File: config.mk
export PLATFORM = sky130hd
export DESIGN_NAME = mem_copy_master_flat
export DESIGN_NICKNAME = d
export VERILOG_FILES = /design/src/rtl/mem_copy_master_if.sv /design/src/rtl/mem_copy_master.sv /design/src/flat_wrapper.sv
export SDC_FILE = /design/constraint.sdc
export NUM_CORES = 1
export LEC_CHECK = 0
export ABC_AREA = 1
export CAP_MARGIN = 20
export CORE_MARGIN = 1.5
export CORE_UTILIZATION = 53
export DETAILED_ROUTE_END_ITERATION = 8
export GPL_ROUTABILITY_DRIVEN = 0
export PLACE_DENSITY_LB_ADDON = 0.08
export SLEW_MARGIN = 20
export SYNTH_ARGS = -nofsm -noshare
export SYNTH_HDL_FRONTEND = slang
export SYNTH_SLANG_ARGS = --single-unit
File: constraint.sdc
create_clock -name clk -period 3.8 [get_ports clk]
set_clock_uncertainty 0.05 [all_clocks]
set_input_delay 0.38 -clock clk [delete_from_list [all_inputs] [get_ports clk]]
set_output_delay 0.38 -clock clk [all_outputs]
set_load 0.005 [all_outputs]
File: src/rtl/mem_copy_master_if.sv
// Single-port data memory bus shared with the core through an external mux.
interface mem_copy_master_if;
    logic        mem_we;
    logic [31:0] mem_a;
    logic [31:0] mem_wd;
    logic [31:0] mem_rd;

    modport master (output mem_we, output mem_a, output mem_wd, input mem_rd);
    modport slave  (input mem_we, input mem_a, input mem_wd, output mem_rd);
endinterface

File: src/rtl/mem_copy_master.sv
// DMA-style word copier: reads len words from src_addr and writes them to dst_addr,
// one read cycle then one write cycle per word, on a combinational-read memory port.
// Optional feature macro: MEMCPY_CHECKSUM_EN (running sum of copied words on checksum).
module mem_copy_master #(
    parameter int unsigned LEN_W = 10
) (
    input  logic                 clk,
    input  logic                 reset,
    input  logic                 start,
    input  logic [31:0]          src_addr,
    input  logic [31:0]          dst_addr,
    input  logic [LEN_W-1:0]     len,
    output logic                 busy,
    output logic                 done,
    output logic                 err,
    output logic [31:0]          checksum,
    mem_copy_master_if.master    mem
);

    typedef enum logic [1:0] {
        S_IDLE  = 2'd0,
        S_READ  = 2'd1,
        S_WRITE = 2'd2,
        S_DONE  = 2'd3
    } state_t;

    state_t             state;
    state_t             state_n;
    logic [31:0]        cur_src;
    logic [31:0]        cur_dst;
    logic [31:0]        data_q;
    logic [LEN_W-1:0]   remaining;
    logic               err_q;
    logic               misaligned;
    logic               len_zero;

    assign misaligned = (|src_addr[1:0]) | (|dst_addr[1:0]);
    assign len_zero   = (len == '0);

    // State register
    always_ff @(posedge clk) begin
        if (!reset) begin
            state <= S_IDLE;
        end else begin
            state <= state_n;
        end
    end

    // Next-state logic; len=0 takes priority over the alignment reject
    always_comb begin
        state_n = state;
        case (state)
            S_IDLE: begin
                if (start) begin
                    if (len_zero || misaligned) begin
                        state_n = S_DONE;
                    end else begin
                        state_n = S_READ;
                    end
                end
            end
            S_READ:  state_n = S_WRITE;
            S_WRITE: state_n = (remaining == LEN_W'(1)) ? S_DONE : S_READ;
            S_DONE:  state_n = S_IDLE;
            default: state_n = S_IDLE;
        endcase
    end

    // Transfer datapath: address pointers, word counter, read-data capture, reject flag
    always_ff @(posedge clk) begin
        if (!reset) begin
            cur_src   <= 32'h0;
            cur_dst   <= 32'h0;
            data_q    <= 32'h0;
            remaining <= '0;
            err_q     <= 1'b0;
        end else begin
            case (state)
                S_IDLE: begin
                    if (start) begin
                        cur_src   <= src_addr;
                        cur_dst   <= dst_addr;
                        remaining <= len;
                        err_q     <= !len_zero && misaligned;
                    end
                end
                S_READ: begin
                    data_q  <= mem.mem_rd;
                    cur_src <= cur_src + 32'd4;
                end
                S_WRITE: begin
                    cur_dst   <= cur_dst + 32'd4;
                    remaining <= remaining - LEN_W'(1);
                end
                S_DONE: begin
                    err_q <= 1'b0;
                end
                default: ;
            endcase
        end
    end

`ifdef MEMCPY_CHECKSUM_EN
    // Running sum of written words; cleared on accept, held after done
    always_ff @(posedge clk) begin
        if (!reset) begin
            checksum <= 32'h0;
        end else if ((state == S_IDLE) && start) begin
            checksum <= 32'h0;
        end else if (state == S_WRITE) begin
            checksum <= checksum + data_q;
        end
    end
`else
    assign checksum = 32'h0;
`endif

    // Output decode; bus is inert outside READ/WRITE, and reset gates the write strobe
    always_comb begin
        busy       = 1'b0;
        done       = 1'b0;
        err        = 1'b0;
        mem.mem_we = 1'b0;
        mem.mem_a  = 32'h0;
        mem.mem_wd = 32'h0;
        case (state)
            S_READ: begin
                busy      = 1'b1;
                mem.mem_a = cur_src;
            end
            S_WRITE: begin
                busy       = 1'b1;
                mem.mem_a  = cur_dst;
                mem.mem_wd = data_q;
                mem.mem_we = reset;
            end
            S_DONE: begin
                done = 1'b1;
                err  = err_q;
            end
            default: ;
        endcase
    end

endmodule

File: src/flat_wrapper.sv
// flat-port wrapper written by rule: the top's interface ports become plain ports
module mem_copy_master_flat 
#(
    parameter int unsigned LEN_W = 10
)
  (clk, reset, start, src_addr, dst_addr, len, busy, done, err, checksum, mem_mem_we, mem_mem_a, mem_mem_wd, mem_mem_rd);
  mem_copy_master_if mem_i ();
  input  logic clk;
  input  logic reset;
  input  logic start;
  input  logic [31:0] src_addr;
  input  logic [31:0] dst_addr;
  input  logic [LEN_W-1:0] len;
  output logic busy;
  output logic done;
  output logic err;
  output logic [31:0] checksum;
  output wire logic [$bits(mem_i.mem_we)-1:0] mem_mem_we;
  output wire logic [$bits(mem_i.mem_a)-1:0] mem_mem_a;
  output wire logic [$bits(mem_i.mem_wd)-1:0] mem_mem_wd;
  input wire logic [$bits(mem_i.mem_rd)-1:0] mem_mem_rd;
  assign mem_mem_we = mem_i.mem_we;
  assign mem_mem_a = mem_i.mem_a;
  assign mem_mem_wd = mem_i.mem_wd;
  assign mem_i.mem_rd = mem_mem_rd;
  mem_copy_master #(.LEN_W(LEN_W)) u_core (.clk(clk), .reset(reset), .start(start), .src_addr(src_addr), .dst_addr(dst_addr), .len(len), .busy(busy), .done(done), .err(err), .checksum(checksum), .mem(mem_i));
endmodule
==> metrics, run 1 <==
average wire per standard cell around 14 um; Crit path arrival time approximately 2700 ps; Post-synth EDFFs 0; Final nets between 1000 and 1500; worst skew pair latency about 370 ps; Worst Path Max Fanout 38; Critical Path Sink Type primary output; DR iter-0 viols 750; Fmax roughly 320 MHz; Tightest Pin Transition between 800 and 900 ps; count of different cell masters after synthesis 44; max_slew headroom approximately two fifths; Post-CTS Setup Bufs 0; status completed; fin crit period slightly above 3000 ps; ANT nets after route 0; vias in the first global route approximately 7300; ratio of cells with drive above 1 in the final layout under 10%; CTS Sinks roughly 110; critical path start-end classification reg2out; largest area contributor in the netlist dfxtp_1; Area after DPL between 0.009 and 0.01 mm2; H-tree level count 3; ys async rst share 0%; synthesized area between 0.007 and 0.008 mm2; Worst Setup SP u_core.state[1]; vias per inst 5.334; global route overflow 0; Fin. Hold Viols 0; Worst-path clk slew approximately 80 ps; core area roughly 0.013 mm2; CTS Root Cell clkbuf_16; TritonCTS clock tree yes; Cells after Synth 1227; total CTS buffers 9; Layout fillers ~1200; ys flop type dfxtp_1; Tcrit/Tclk final 82.04%; setup_tns 0 ps; FF+latch count, synth 109; # setup viols final 0; synth top area cells dfxtp_1, nand2_1, nor2_1; RSZ-0062 raised after global routing no; row count 42; IO buf count around 180; Min-Delay Path Class reg2reg; Pre-antenna DRT Iters 5; GRT Total Usage 29.24%; initial antenna violation count 0; critical path required time between 3000 and 4000 ps; pin count of the biggest net entering global routing 62; Max Root-Sink Buffers 2; Leakage 4.243 nW; post-synthesis sequential area ratio 29.76%; DRC violations left 0; Mean Syn Cell Area between 5 and 6 um2; power per cell area between 300 and 400 mW/mm2; CP Launch Type register; FF/Latch Area roughly 0.0022 mm2; CTS hold repair buffers 0; area of the multi-input gates between 0.004 and 0.005 mm2; die outline width about 120 um; post-synth top area share between 20 and 30%; post-route cell area slightly above 0.009 mm2; peak supply drop between 0.2 and 0.3 mV; first-pass GRT wire length 34720 um; via count between 8000 and 9000; Starting Density between 50% and 60%; # diodes 0; P&R area growth vs syn 27.20%; final slew viol count 0; Resize count post-CTS 0; Die H around 120 um; Hold Crit Start u_core.remaining[6]; Ys Warns 0; half-perimeter wire length after placement between 15000 and 20000 um; die area 0.01455 mm2; Total Wirelength 21590 um; Top-Level Pins roughly 210; max-cap check violation count 0; FF-to-FF Start u_core.state[0]
## flip-flops by register name, indices dropped and copies added (netlist names)
name / flops
u_core.cur_dst: 32
u_core.cur_src: 32
u_core.data_q: 32
u_core.remaining: 10
u_core.state: 2
u_core.err_q: 1
## layout by cell type, fill, tap and decap left out, types with 3 or more instances in the layout
cell type	instances
a211oi_1	5
nand4_1	16
a31oi_1	10
nor2_1	164
o21ai_1	13
nor2_4	3
nor3_1	13
nand3_2	4
inv_1	139
dfxtp_1	109
nand3b_1	3
o211ai_1	12
clkdlybuf4s50_1	175
inv_2	6
buf_4	8
nand3_1	71
o21ai_0	104
o21bai_1	4
nor2_2	10
or2_2	11
conb_1	32
clkbuf_16	9
ha_1	7
nand2_2	4
nand2_1	317
a21oi_1	85
## synth_stat cells, types with 11 or more instances
library cell / number
buf_2: 20
nand3_1: 71
o21ai_0: 104
nand4_1: 16
nor3_1: 13
o211ai_1: 12
buf_4: 35
or2_2: 11
o21ai_1: 13
clkbuf_1: 33
nor2_1: 164
a21oi_1: 85
nand2_1: 317
inv_1: 139
dfxtp_1: 109
## through the flow
stage | setup slack, ps | util, % | total power, mW | cells | hold slack, ps
2_1_floorplan | 1918 | - | 2.171 | 1258 | 393.3
3_3_place_gp | 1114 | 67.44 | 2.506 | 1524 | 402.3
3_5_place_dp | 1035 | 67.44 | 2.518 | 1524 | 409.8
4_1_cts | 676.5 | 69.88 | 3.561 | 1540 | 422.5
5_1_grt | 502.5 | 69.88 | 3.768 | 1540 | 455.5
6_report | 682.6 | 69.88 | 3.562 | 1540 | 421.7
## path summary, 6_finish.rpt
kind	slack [ps]	endpoint	cells past startpoint
setup / recovery	680	mem_mem_a[1]	6
hold / removal	420	u_core.remaining[6]	2
setup reg to reg	990	u_core.cur_dst[4]	7
hold reg to reg	420	u_core.remaining[6]	2
## layer usage
| layer | GRT usage [%] | vias to the layer above | routed length (um) |
|---|---|---|---|
| li1 | - | 4125 | - |
| met1 | 38.79 | 3681 | 9356 |
| met2 | 45.63 | 366 | 9777 |
| met3 | 6.981 | 42 | 1823 |
| met4 | 11.84 | 0 | 633 |
| met5 | 0 | - | 0 |
## cell families (layout without fill, tap and decap cells)
group | after synthesis | in the layout | synth area share [%]
fa+ha+maj | 9 | 9 | 1.536
compound gates | 241 | 241 | 17.66
simple gates | 624 | 624 | 36.19
buf+inv | 241 | 347 | 14.57
other cells | 1 | 32 | 0.05114
flops | 109 | 109 | 29.76
xor+xnor | 2 | 2 | 0.2389
## critical path: stages, from the launching register on
cell and delay (ps):
dfxtp_1 360, inv_1 130, ha_2 710, buf_4 360
nand2_1 80, a21oi_1 150, clkdlybuf4s50_1 520
## where the power goes
part	leakage, nW	switching, mW	total (mW)	internal, mW
Sequential	0.900	0.184	1.49	1.31
Clock	0.156	0.509	1.04	0.536
Combinational	3.19	0.605	1.02	0.418
Total	4.24	1.30	3.56	2.26
## final cells by class
cell class                      instances  area share (%)
Clock inverter                          7           1.087
Timing Repair Buffer                  185           19.69
Multi-Input combinational cell        908           45.18
Sequential cell                       109           23.39
Tap cell                              176           2.361
Inverter                              146           5.875
Clock buffer                            9           2.414
Note: power is estimated with default switching activity, not from simulation.
==> inputs of run 2 (changes only) <==
- CORE_UTILIZATION: 53 -> 44
- clock period: 3.8 -> 2.6 ns (I/O delays scaled with it)
==> run 2 against run 1 <==
Against the previous run: setup slack got worse by 610 ps; wire length increased by 6.0%; power up 47%; sequential share of layout area shrank 0.58 points; count of clock-buffer cells in the layout unchanged; worst hold slack worse by 110 ps; register-to-register slack worse by 720 ps; design area grew 2.7%; utilization fell by 12 points; first-iteration DRC count decreased by 12%; critical endpoint is now mem_mem_a[20]; highest routed layer unchanged.
==> metrics, run 2 (same netlist as run 1, synthesis figures left out) <==
Internal 3.278 mW; DP Worst Slack approximately 330 ps; RSZ-0062 raised after global routing yes; Fmax 395.1 MHz; hold path cells 3; Total Wirelength between 20000 and 25000 um; most frequent cells in the layout nand2_1, clkdlybuf4s50_1, nor2_1; P&R area growth vs syn 30.61%; Tcrit/Tclk final about 100%; fin crit period ~2500 ps; power share of the combinational group between 30% and 40%; TritonCTS clock tree yes; Hold Crit Start reset; die outline width roughly 130 um; max-cap check violation count 0; via count a little over 8000; Crit path arrival time about 2200 ps; CP dominant cell by count inv_1; Min-Delay Path Class in2reg; # diodes 0; critical path start-end classification reg2out; die area 0.01745 mm2; IO buf count between 150 and 200; Leakage between 4 and 5 nW; FF/Latch Area ~0.0022 mm2; area of the multi-input gates 0.004269 mm2; half-perimeter wire length after placement approximately 16000 um; power per cell area roughly 550 mW/mm2; Hold EP u_core.cur_src[13]; global route overflow 0; H-tree level count 3; vias in the first global route between 7000 and 8000; reported net switching power between 1.5 and 2 mW; status completed; Worst-path clk slew roughly 90 ps; FF-to-FF Start u_core.state[0]; CP max stage cell clkdlybuf4s50_1; final slew viol count 0; Max Root-Sink Buffers 2; first-pass GRT wire length approximately 37000 um; Final WS setup 69.27 ps; final core utilization between 50% and 60%; cells along the critical path inv_1, ha_1, inv_1, buf_6, a21oi_1, clkdlybuf4s50_1; Starting Density 44.70%; GRT Total Usage about 26%; ANT nets after route 0; ratio of cells with drive above 1 in the final layout 7.122%; core area 0.01641 mm2; crit-path max cell delay roughly 530 ps; sw frac 37.36%; Fin. Hold Viols 0; worst skew pair latency 380 ps; DR iter-0 viols roughly 660; initial antenna violation count 0; total CTS buffers 9; Final nets 1489; row count 47; Pre-antenna DRT Iters 5; CP Launch Type register; post-route cell area between 0.009 and 0.01 mm2; peak supply drop about 0.4 mV; pin count of the biggest net entering global routing 51; R2R setup slack around 270 ps; commonest non-fill, non-tap cell in the layout nand2_1; Critical Path Sink Type primary output; worst r2r dst u_core.cur_dst[29]; grt met3 use 5.421%; Top-Level Pins about 210; Die H between 100 and 150 um; max_slew headroom roughly three fifths; Seq pwr share about two fifths; grt peak-use layer met2; # setup viols final 0; CTS Sinks approximately 110; met2 Usage GRT 40.81%; Clk network pwr share roughly 28%; Layout fillers roughly 1600; top flop regs u_core.cur_dst (32), u_core.cur_src (32), u_core.data_q (32); vias per inst 5.110; critical path required time about 2300 ps; R2R depth 11; CTS Root Cell clkbuf_16; met1 Use GR 34.91%; Worst Path Max Fanout 32; average wire per standard cell between 10 and 15 um; Tightest Pin Transition roughly 570 ps; DRC violations left 0; Area after DPL 0.009161 mm2
-- run 2: cell count changes in the layout (fill, tap and decap cells not counted), sizes merged --
cell | previous run | this run
bufbuf | 0 | 1
clkinv | 3 | 4
clkinvlp | 1 | 0
bufinv | 1 | 0
inv | 148 | 149
dlymetal6s2s | 0 | 2
buf | 10 | 21
clkdlybuf4s50 | 175 | 173
-- run 2: worst max path at each step --
stage / from / to / slack [ps] / cells after the start
finish: u_core.state[0] / mem_mem_a[20] / 70 / 6
floorplan: u_core.state[1] / mem_mem_a[0] / 840 / 8
CTS: u_core.state[0] / mem_mem_a[13] / -30 / 6
global placement: u_core.state[1] / mem_mem_a[11] / 370 / 6
detailed placement: u_core.state[1] / u_core.cur_src[23] / 330 / 12
global route: u_core.state[0] / mem_mem_a[24] / -20 / 6
-- run 2: final cells by class --
type                       instances  area share [%]
tap                              220           2.874
timing repair buffer             197           20.86
clock inverter                     7          0.8099
inverter                         146           5.722
clock buffer                       9           2.351
sequential                       109           22.81
multi-input combinational        908           44.57
-- run 2: repair_timing --
action,in CTS,in global routing
buffers inserted,1,1
gates resized for setup,2,16
pin swaps,0,1
endpoints found under the setup margin,10,32
hold buffers,0,0
gates cloned,1,0
hold endpoints to repair,0,0
-- run 2: power groups by stage --
stage	Clock [mW]	Sequential [mW]	Combinational, mW
CTS	1.47	2.18	1.57
global route	1.53	2.23	1.79
finish	1.45	2.20	1.59
detailed placement	0	2.22	1.53
floorplan	0	2.13	1.05
global placement	0	2.22	1.52
-- run 2: worst max-delay path: cells and delay by family (launching register included) --
family	cells	cell delay (ps)
buffers and inverters	4	890
AO/OA/AOI/OAI	1	210
adder cells (fa/ha/maj)	1	330
flip-flops	1	390
-- run 2: metrics by stage --
step / instances / hold slack [ps] / total power [mW] / setup TNS, ps
3_3_place_gp: 1577 / 404.1 / 3.743 / 0
6_report: 1596 / 306.8 / 5.234 / 0
2_1_floorplan: 1258 / 344.9 / 3.173 / 0
5_1_grt: 1596 / 336.0 / 5.551 / -50.24
4_1_cts: 1595 / 286.5 / 5.223 / -127.5
3_5_place_dp: 1577 / 405.8 / 3.753 / 0
-- run 2: metal layers --
layer  part of all wire (%)  up-vias  wire length (um)
met5                      0        -                 0
met1                     47     3693             10650
li1                       -     4143                 -
met2                     45      291             10190
met4                    2.1        0               477
met3                    6.9       29              1569
